$ cat src/rtl/wb_arbiter.sv
// Register-file write-port arbiter: pipeline writeback has priority, long-latency results are buffered.
// Define WB_ARB_STARVE_EN to build the FIFO starvation counter that drives stall_o.
module wb_arbiter #(
  parameter int unsigned REG_DATA_WIDTH     = 32,
  parameter int unsigned REGFILE_ADDR_WIDTH = 5,
  parameter int unsigned REGFILE_DEPTH      = 32,
  parameter int unsigned FIFO_DEPTH         = 4,
  parameter int unsigned STARVE_LIMIT       = 8
) (
  input  logic                          clk_i,
  input  logic                          resetn_i,
  input  logic                          pipe_wr_en_i,
  input  logic [REGFILE_ADDR_WIDTH-1:0] pipe_rd_addr_i,
  input  logic [REG_DATA_WIDTH-1:0]     pipe_wr_data_i,
  input  logic                          mc_valid_i,
  output logic                          mc_ready_o,
  input  logic [REGFILE_ADDR_WIDTH-1:0] mc_rd_addr_i,
  input  logic [REG_DATA_WIDTH-1:0]     mc_data_i,
  output logic                          rd_wr_en_o,
  output logic [REGFILE_ADDR_WIDTH-1:0] rd_addr_o,
  output logic [REG_DATA_WIDTH-1:0]     rd_wr_data_o,
  output logic [REGFILE_DEPTH-1:0]      pending_mask_o,
  output logic                          stall_o
);

  localparam int unsigned    PTR_W      = $clog2(FIFO_DEPTH);
  localparam logic [PTR_W:0] FULL_COUNT = (PTR_W+1)'(FIFO_DEPTH);

  logic [REGFILE_ADDR_WIDTH-1:0] addr_q [FIFO_DEPTH];
  logic [REG_DATA_WIDTH-1:0]     data_q [FIFO_DEPTH];
  logic [PTR_W-1:0]              rd_ptr_q, wr_ptr_q;
  logic [PTR_W:0]                count_q;

  logic pipe_valid, mc_keep, fifo_empty, do_pop, do_direct, do_push;

  assign pipe_valid = pipe_wr_en_i && (pipe_rd_addr_i != '0);
  // Ready is based on the pre-pop count, so a full FIFO refuses even while it pops.
  assign mc_ready_o = resetn_i && (count_q != FULL_COUNT);
  assign mc_keep    = mc_valid_i && mc_ready_o && (mc_rd_addr_i != '0);
  assign fifo_empty = (count_q == '0);
  assign do_pop     = !pipe_valid && !fifo_empty;
  assign do_direct  = !pipe_valid && fifo_empty && mc_keep;
  assign do_push    = mc_keep && !do_direct;

  always_ff @(posedge clk_i) begin
    if (do_push) begin
      addr_q[wr_ptr_q] <= mc_rd_addr_i;
      data_q[wr_ptr_q] <= mc_data_i;
    end
  end

  always_ff @(posedge clk_i or negedge resetn_i) begin
    if (!resetn_i) begin
      rd_ptr_q <= '0;
      wr_ptr_q <= '0;
      count_q  <= '0;
    end else begin
      if (do_push) wr_ptr_q <= wr_ptr_q + PTR_W'(1);
      if (do_pop)  rd_ptr_q <= rd_ptr_q + PTR_W'(1);
      case ({do_push, do_pop})
        2'b10:   count_q <= count_q + (PTR_W+1)'(1);
        2'b01:   count_q <= count_q - (PTR_W+1)'(1);
        default: count_q <= count_q;
      endcase
    end
  end

  always_ff @(posedge clk_i or negedge resetn_i) begin
    if (!resetn_i) begin
      rd_wr_en_o   <= 1'b0;
      rd_addr_o    <= '0;
      rd_wr_data_o <= '0;
    end else begin
      rd_wr_en_o <= pipe_valid || do_pop || do_direct;
      if (pipe_valid) begin
        rd_addr_o    <= pipe_rd_addr_i;
        rd_wr_data_o <= pipe_wr_data_i;
      end else if (do_pop) begin
        rd_addr_o    <= addr_q[rd_ptr_q];
        rd_wr_data_o <= data_q[rd_ptr_q];
      end else if (do_direct) begin
        rd_addr_o    <= mc_rd_addr_i;
        rd_wr_data_o <= mc_data_i;
      end
    end
  end

  logic [PTR_W-1:0] slot;

  // Only slots within count_q of the read pointer hold live entries.
  always_comb begin
    pending_mask_o = '0;
    slot           = '0;
    for (int unsigned i = 0; i < FIFO_DEPTH; i++) begin
      slot = rd_ptr_q + PTR_W'(i);
      if ((PTR_W+1)'(i) < count_q) pending_mask_o[addr_q[slot]] = 1'b1;
    end
    pending_mask_o[0] = 1'b0;
  end

`ifdef WB_ARB_STARVE_EN
  localparam int unsigned  STARVE_W = $clog2(STARVE_LIMIT + 1);
  localparam logic [STARVE_W-1:0] LIMIT = STARVE_W'(STARVE_LIMIT);

  logic [STARVE_W-1:0] starve_q;

  // stall_o rises on the same edge the counter reaches LIMIT and drops on the pop edge.
  always_ff @(posedge clk_i or negedge resetn_i) begin
    if (!resetn_i) begin
      starve_q <= '0;
      stall_o  <= 1'b0;
    end else if (do_pop || fifo_empty) begin
      starve_q <= '0;
      stall_o  <= 1'b0;
    end else begin
      if (starve_q != LIMIT) starve_q <= starve_q + STARVE_W'(1);
      stall_o <= (starve_q >= LIMIT - STARVE_W'(1));
    end
  end
`else
  logic unused_starve_limit;
  assign unused_starve_limit = |STARVE_LIMIT;
  assign stall_o             = 1'b0;
`endif

endmodule

$ cat config.mk
export PLATFORM = sky130hd
export DESIGN_NAME = wb_arbiter
export DESIGN_NICKNAME = d
export VERILOG_FILES = /design/src/rtl/wb_arbiter.sv
export SDC_FILE = /design/constraint.sdc
export NUM_CORES = 1
export LEC_CHECK = 0
export BUFFER_PORTS_ARGS = -buffer_cell sky130_fd_sc_hd__buf_2
export CAP_MARGIN = 20
export CORE_MARGIN = 4
export CORE_UTILIZATION = 30
export DETAILED_ROUTE_END_ITERATION = 8
export PLACE_DENSITY_LB_ADDON = 0.25
export SLEW_MARGIN = 20
export SYNTH_ARGS = -nofsm -noshare
export SYNTH_HDL_FRONTEND = slang
export SYNTH_SLANG_ARGS = --single-unit
$ cat constraint.sdc
create_clock -name clk_i -period 3.25 [get_ports clk_i]
set_input_delay 0.4875 -clock clk_i [delete_from_list [all_inputs] [get_ports clk_i]]
set_output_delay 0.4875 -clock clk_i [all_outputs]
set_load 0.02 [all_outputs]
* After elaboration in Yosys (flattened, before gate mapping)
Memories as Yosys holds them, arrays and structs flattened. Index checks and enable logic that the tools add are counted.
Word-level totals: ROM bits 0, bits in writable memories 148, output and inout bits 72, bits in registers 45, logic and storage cells 75, latch bits 0, bits of input ports 78, memories kept 2
Operators by class: eq/ne operators 3, order comparisons 12, $mul 0, reductions and logical operators 22, shifts and indexed selects 0, divide/modulo/power cells 0, muxes and demuxes 21, add/subtract/negate cells 6, bitwise logic cells 3
Memories:
- data_q | depth 4, width 32, rd ports 1, clocked after memory_dff 0, write ports 1, RTL line 30 | logic [REG_DATA_WIDTH-1:0] data_q [FIFO_DEPTH];
- addr_q | depth 4, width 5, rd ports 4, clocked after memory_dff 0, write ports 1, RTL line 29 | logic [REGFILE_ADDR_WIDTH-1:0] addr_q [FIFO_DEPTH];
Operators by type and width (count):
- $mux 32 | 7
- $or 32x32->32 | 3
- $lt 5x6->1 const B | 4
- $demux 1 s5 | 4
- $ge 5x1->1 const B | 4
- $mux 5 | 3
- $logic_and 1x1->1 | 12
- $reduce_bool 5->1 | 2
- $lt 1x3->1 const A | 2
- $lt 2x3->1 const A | 2
- $mux 1 | 6
- $pmux 3 s2 | 1
- $add 2x1->2 const B | 2
- $add 2x2->2 const B | 2
- $add 3x1->3 const B | 1
- $logic_not 1->1 | 3
- $logic_not 3->1 | 1
- $ne 3x3->1 const B | 1
- $reduce_bool 3->1 | 1
- $sub 3x1->3 const B | 1
- $eq 2x1->1 const B | 1
- $eq 2x2->1 const B | 1
- $logic_or 1x1->1 | 2
- $reduce_bool 2->1 | 1

* Longest topological paths before layout
An unclocked memory read counts as a cell.
word-level depth 12, mapped depth 11, gate-level depth less buffers 10

* Worst setup path before layout
Ideal clock, no wire load.
path type reg2reg, start register count_q[0], end memory addr_q[0][0] (enable), cell stages (with the launch flop) 8, buffers on the path 1, path slack -0.234 ns, arrival 3.086 ns, data required time 2.852 ns, clock period less this slack 3.484 ns, setup time 0.398 ns, cells stage by stage dfrtp_1 -> clkbuf_1 -> inv_1 -> ha_1 -> a21boi_0 -> o211ai_2 -> a21oi_1 -> and2_1
On the way: cells in the longest elaborated chain, start to end 9, elaborated cells between the ends (all ways) 11, those cells by class eq/ne: 1; mux: 2; reduce/logical: 8
RTL lines:
- start, declared | RTL line 32 | logic [PTR_W:0] count_q;
- start signal, assigned | RTL line 61 | 2'b10: count_q <= count_q + (PTR_W+1)'(1);
- start signal, assigned | RTL line 62 | 2'b01: count_q <= count_q - (PTR_W+1)'(1);
- start signal, assigned | RTL line 63 | default: count_q <= count_q;
- $ne 3x3->1 * | RTL line 38 | assign mc_ready_o = resetn_i && (count_q != FULL_COUNT);
- $logic_and 1x1->1 * | RTL line 38
- named net mc_ready_o | RTL line 16 | output logic mc_ready_o,
- $logic_and 1x1->1 * (2 in a row) | RTL line 39 | assign mc_keep = mc_valid_i && mc_ready_o && (mc_rd_addr_i != '0);
- $logic_and 1x1->1 | RTL line 42 | assign do_direct = !pipe_valid && fifo_empty && mc_keep;
- $logic_not 1->1 | RTL line 43 | assign do_push = mc_keep && !do_direct;
- $logic_and 1x1->1 * | RTL line 43
- $mux 1 * | RTL line 46 | if (do_push) begin
- $mux 1 (not written as such) * | RTL line 47 | addr_q[wr_ptr_q] <= mc_rd_addr_i;
- end, declared | RTL line 29
Mark *: on every way through the listed nets, which the timed path passes. The rest lies on a longest branch.

* Final worst setup path
start register rd_ptr_q[0], end output pending_mask_o[18]
On the way: cells in the longest elaborated chain, start to end 12, elaborated cells between the ends (all ways) 31, those cells by class add/sub: 3; order compare: 8; mux: 12; bitwise: 3; reduce/logical: 4; memory: 1
RTL lines:
- start, declared | RTL line 31 | logic [PTR_W-1:0] rd_ptr_q, wr_ptr_q;
- start signal, assigned | RTL line 59 | if (do_pop) rd_ptr_q <= rd_ptr_q + PTR_W'(1);
- $add 2x1->2 / $mem_v2 4x5 (equally long branches)
- $mem_v2 4x5 *
- $lt 5x6->1 (not written as such), or another cell as far along | RTL line 96 | if ((PTR_W+1)'(i) < count_q) pending_mask_o[addr_q[slot]] = 1'b1;
- $logic_and 1x1->1 (not written as such) / $mux 1 (equally long branches) | RTL line 96
- $mux 1 (not written as such) / $demux 1 s5 (equally long branches) | RTL line 96
- $demux 1 s5 / $mux 32 (equally long branches) | RTL line 96
- $or 32x32->32 (no line)
- $mux 32 | RTL line 96
- $or 32x32->32 (no line)
- $mux 32 | RTL line 96
- $or 32x32->32 (no line)
- $mux 32 * | RTL line 96
- end, declared | RTL line 22 | output logic [REGFILE_DEPTH-1:0] pending_mask_o,
Mark *: on every way between the ends. The rest lies on a longest branch, timed or not.

==> reports/results.tsv <==
stage	metric	value	unit
setup_path	Worst Setup Path Type	reg -> out	
finish	fraction of layout cells with a size suffix above 1	50.6	%
yosys	Adder-Cell Fraction of Synth Area	1.16	%
routing	DR top layer	met5	
routing	Via Count	6339	
yosys	post-synthesis sequential area ratio	57.3	%
cts	later-pin clock latency in the skew report	0.43	ns
yosys	FF+latch count, synth	193	
setup_path	Worst R2R Path Depth	7	
place	Final GP Congestion	0.919	
routing	vias per cell	5.10	
finish	Nets	883	
power	pwr/cell area	937	nW/um^2
global_route	largest net degree at the start of global routing	46	
finish	Diodes inserted	0	
setup_path	Reg-to-Reg End	data_q[1][13]$_DFFE_PP_	
routing	met3 wire len	2.03	mm
die	IO Pins	150	
power	Power Internal	6.79	mW
routing	first drt pass iteration count	5	
place	port buffer count	147	
setup_path	RR Startpoint	count_q[1]$_DFFE_PN0P_	
finish	Area Overhead vs Synth	22.5	%
die	die height	188	um
setup_path	Critical Path RT	2.76	ns
yosys	syn_area_per_cell	15.9	um^2
cts	CTS sink cnt	193	
setup_path	CP arrival	2.67	ns
routing	wl on met1	11.5	mm
die	Die ar.	35300	um^2
setup_path	worst-path fanout max	12	
yosys	synthesized area	9720	um^2
flow_run	max cap viols	0	
finish	Final Util	37.5	%
yosys	mux contribution to synthesized area	25.0	%
place	DP Cell Count	1198	
yosys	xor and xnor area share after synthesis	0.541	%
cts	H-tree Lvls	4	
place	Post-DP HPWL	18.1	mm
sta	Tmin final	3.16	ns
sta	setup clock skew after layout	0.00735	ns
power	Combinational Power Share	51.6	%
cts	clk slew on worst S/H paths	0.07	ns
global_route	vias in the first global route	6455	
sta	Peak Freq	316	MHz
power	Switch Pwr	4.36	mW
yosys	Synth Instances	610	
yosys	top post-synthesis cells by area	edfxtp_1 46%, mux4_2 12%, dfrtp_1 12%	
sta	RSZ-0062 raised after global routing	no	
run_status	status	completed	
sta	slew margin rel.	54.1	%
sta	Setup violations, final	0	
power	Peak supply drop	0.374	mV
die	starting density of the core	30.6	%
global_route	initial antenna violation count	5	
routing	Final ANT Viol Nets	0	
finish	Filler cells	3061	
yosys	area share of the largest cell type after synthesis	45.7	%
global_route	global-route wire length before repair	39.2	mm
yosys	Post-synth EDFFs	148	
routing	Initial DRC Count	526	
die	number of core rows	65	
sta	final worst-path cycle share	97.3	%
setup_path	CP startpoint kind	flip-flop	
global_route	GR Util All Layers	14.3	%
yosys	post-synthesis simple-gate area fraction	7.46	%
yosys	post-synthesis compound-gate area fraction	6.06	%
power	clock power share	18.0	%
yosys	yosys warns	0	
cts	CTS tree	built	
setup_path	CP endpoint kind	primary output	
cts	Root Driver	clkbuf_16	
setup_path	r2r setup slk	0.56	ns
die	core area	31800	um^2
power	Leak Pwr	4.45	nW
routing	post-DR wirelength/cell	20.5	um
cts	CTS buffer count	17	
yosys	main combinational cell family by area after synthesis	multiplexers	
routing	routed length on met2	11.5	mm
cts	# hold bufs at CTS	0	
global_route	total gr overflow	0	
finish	most frequent cells in the layout	148 x edfxtp_1, 148 x buf_2, 95 x mux2_2	
routing	DRC viols	0	
routing	final WL	25.5	mm
finish	fin cells	1244	
yosys	asr flop ratio synth	23.3	%
yosys	Yosys top cell by area	edfxtp_1	
sta	Fin. Hold Viols	0	
worst_hold_path	Hold WC Path Type	in -> async	
power	sw frac	39.1	%
yosys	Synth Flop Type	edfxtp_1	
power	Sequential Power Share	30.4	%
sta	Tightest Pin Transition	0.689	ns
sta	Final Max Tran Viols	0	
power	Overall Power	11.2	mW
yosys	synth unique cells	58	
die	Horiz. Die Dim	188	um
cts	Max Root-Sink Buffers	2	
sta	Sum Neg Setup Slack	0	ns
-- worst max path at each step --
stage                                  startpoint                      to  slack [ns]
after floorplan            count_q[0]$_DFFE_PN0P_  addr_q[0][0]$_DFFE_PP_        0.14
after global placement    rd_ptr_q[0]$_DFFE_PN0N_      pending_mask_o[10]        0.35
after detailed placement  rd_ptr_q[0]$_DFFE_PN0N_      pending_mask_o[10]        0.33
after CTS                 rd_ptr_q[1]$_DFFE_PN0N_      pending_mask_o[30]        0.01
after global routing      rd_ptr_q[0]$_DFFE_PN0N_      pending_mask_o[10]       0.003
final                     rd_ptr_q[0]$_DFFE_PN0N_      pending_mask_o[18]        0.09
-- power by group through the flow --
stage / clock [mW] / combinational, mW / sequential, mW
after global placement: 0 / 5.50 / 3.50
final: 2.01 / 5.76 / 3.39
after detailed placement: 0 / 5.49 / 3.51
after floorplan: 0 / 3.57 / 3.66
after CTS: 2.08 / 5.61 / 3.42
after global routing: 2.19 / 6.16 / 3.45
-- what timing repair did --
| action | CTS | global route |
|---|---|---|
| endpoints found under the setup margin | 15 | 19 |
| resized for setup | 2 | 9 |
| endpoints found under the hold margin | 0 | 0 |
| setup buffers | 5 | 9 |
-- flip-flops by register name, indices dropped and copies added, names as in the netlist --
register and count:
data_q 128, rd_wr_data_o 32, addr_q 20, rd_addr_o 5, count_q 3, rd_ptr_q 2, wr_ptr_q 2, rd_wr_en_o 1
-- cells by family (layout without fill, tap and decap cells) --
family	after synthesis	in the layout
AOI/OAI and AO/OA	72	72
xor gates and xnor gates	6	6
adders and majority gates	9	9
buffers and inverters	42	240
DFF	193	193
muxes	161	161
other	1	2
and+or+nand+nor	126	126
-- per-layer routing --
metal | vias to the layer above | global-route usage, %
li1 | 2857 | -
met1 | 3156 | 19.7
met2 | 272 | 22.0
met3 | 44 | 4.82
met4 | 10 | 3.19
met5 | - | 0
-- cells in the mapped netlist (all sizes together) (2+ instances only) --
| cell | n |
|---|---|
| clkbuf | 10 |
| a2bb2oi | 2 |
| mux2 | 106 |
| a21oi | 3 |
| o32a | 3 |
| a221o | 3 |
| nand3 | 30 |
| o21ai | 3 |
| nor3b | 7 |
| a22oi | 14 |
| mux2i | 3 |
| edfxtp | 148 |
| nor2 | 9 |
| nor4b | 4 |
| o211ai | 7 |
| nand2 | 25 |
| and3 | 3 |
| dfrtp | 45 |
| xnor2 | 5 |
| nor3 | 3 |
| and3b | 2 |
| mux4 | 52 |
| inv | 7 |
| ha | 9 |
| o22ai | 2 |
| or4 | 4 |
| a21o | 2 |
| and2 | 11 |
| buf | 24 |
| nor2b | 11 |
| o221ai | 5 |
| and4b | 3 |
| nand3b | 4 |
| a32oi | 21 |
| a22o | 2 |
| a21boi | 2 |
| nand2b | 4 |
-- per-stage QoR --
step	hold WS (ns)	cell area (um^2)	setup WS [ns]
2_1_floorplan	0.192	9730	0.145
3_3_place_gp	0.468	11200	0.350
3_5_place_dp	0.483	11200	0.328
4_1_cts	0.262	11800	0.00970
5_1_grt	0.264	11900	0.00318
6_report	0.267	11900	0.0885
-- critical path: stages (launching register included) --
cell,delay (ns)
dfrtp_4,0.54
buf_6,0.18
mux4_2,0.39
nor4b_1,0.54
a22o_1,0.28
a221o_1,0.13
buf_2,0.17
-- area by class of cell --
class	count	area (um^2)	share of cell area, %
multi-input cells	376	3980	33.4
clock buffers	23	510	4.29
flip-flops and latches	193	5580	46.8
well taps	435	544	4.57
inverters	8	30.0	0.252
clock inverters	9	68.8	0.578
repair buffers	200	1200	10.1
(Power assumes the default switching activity.)
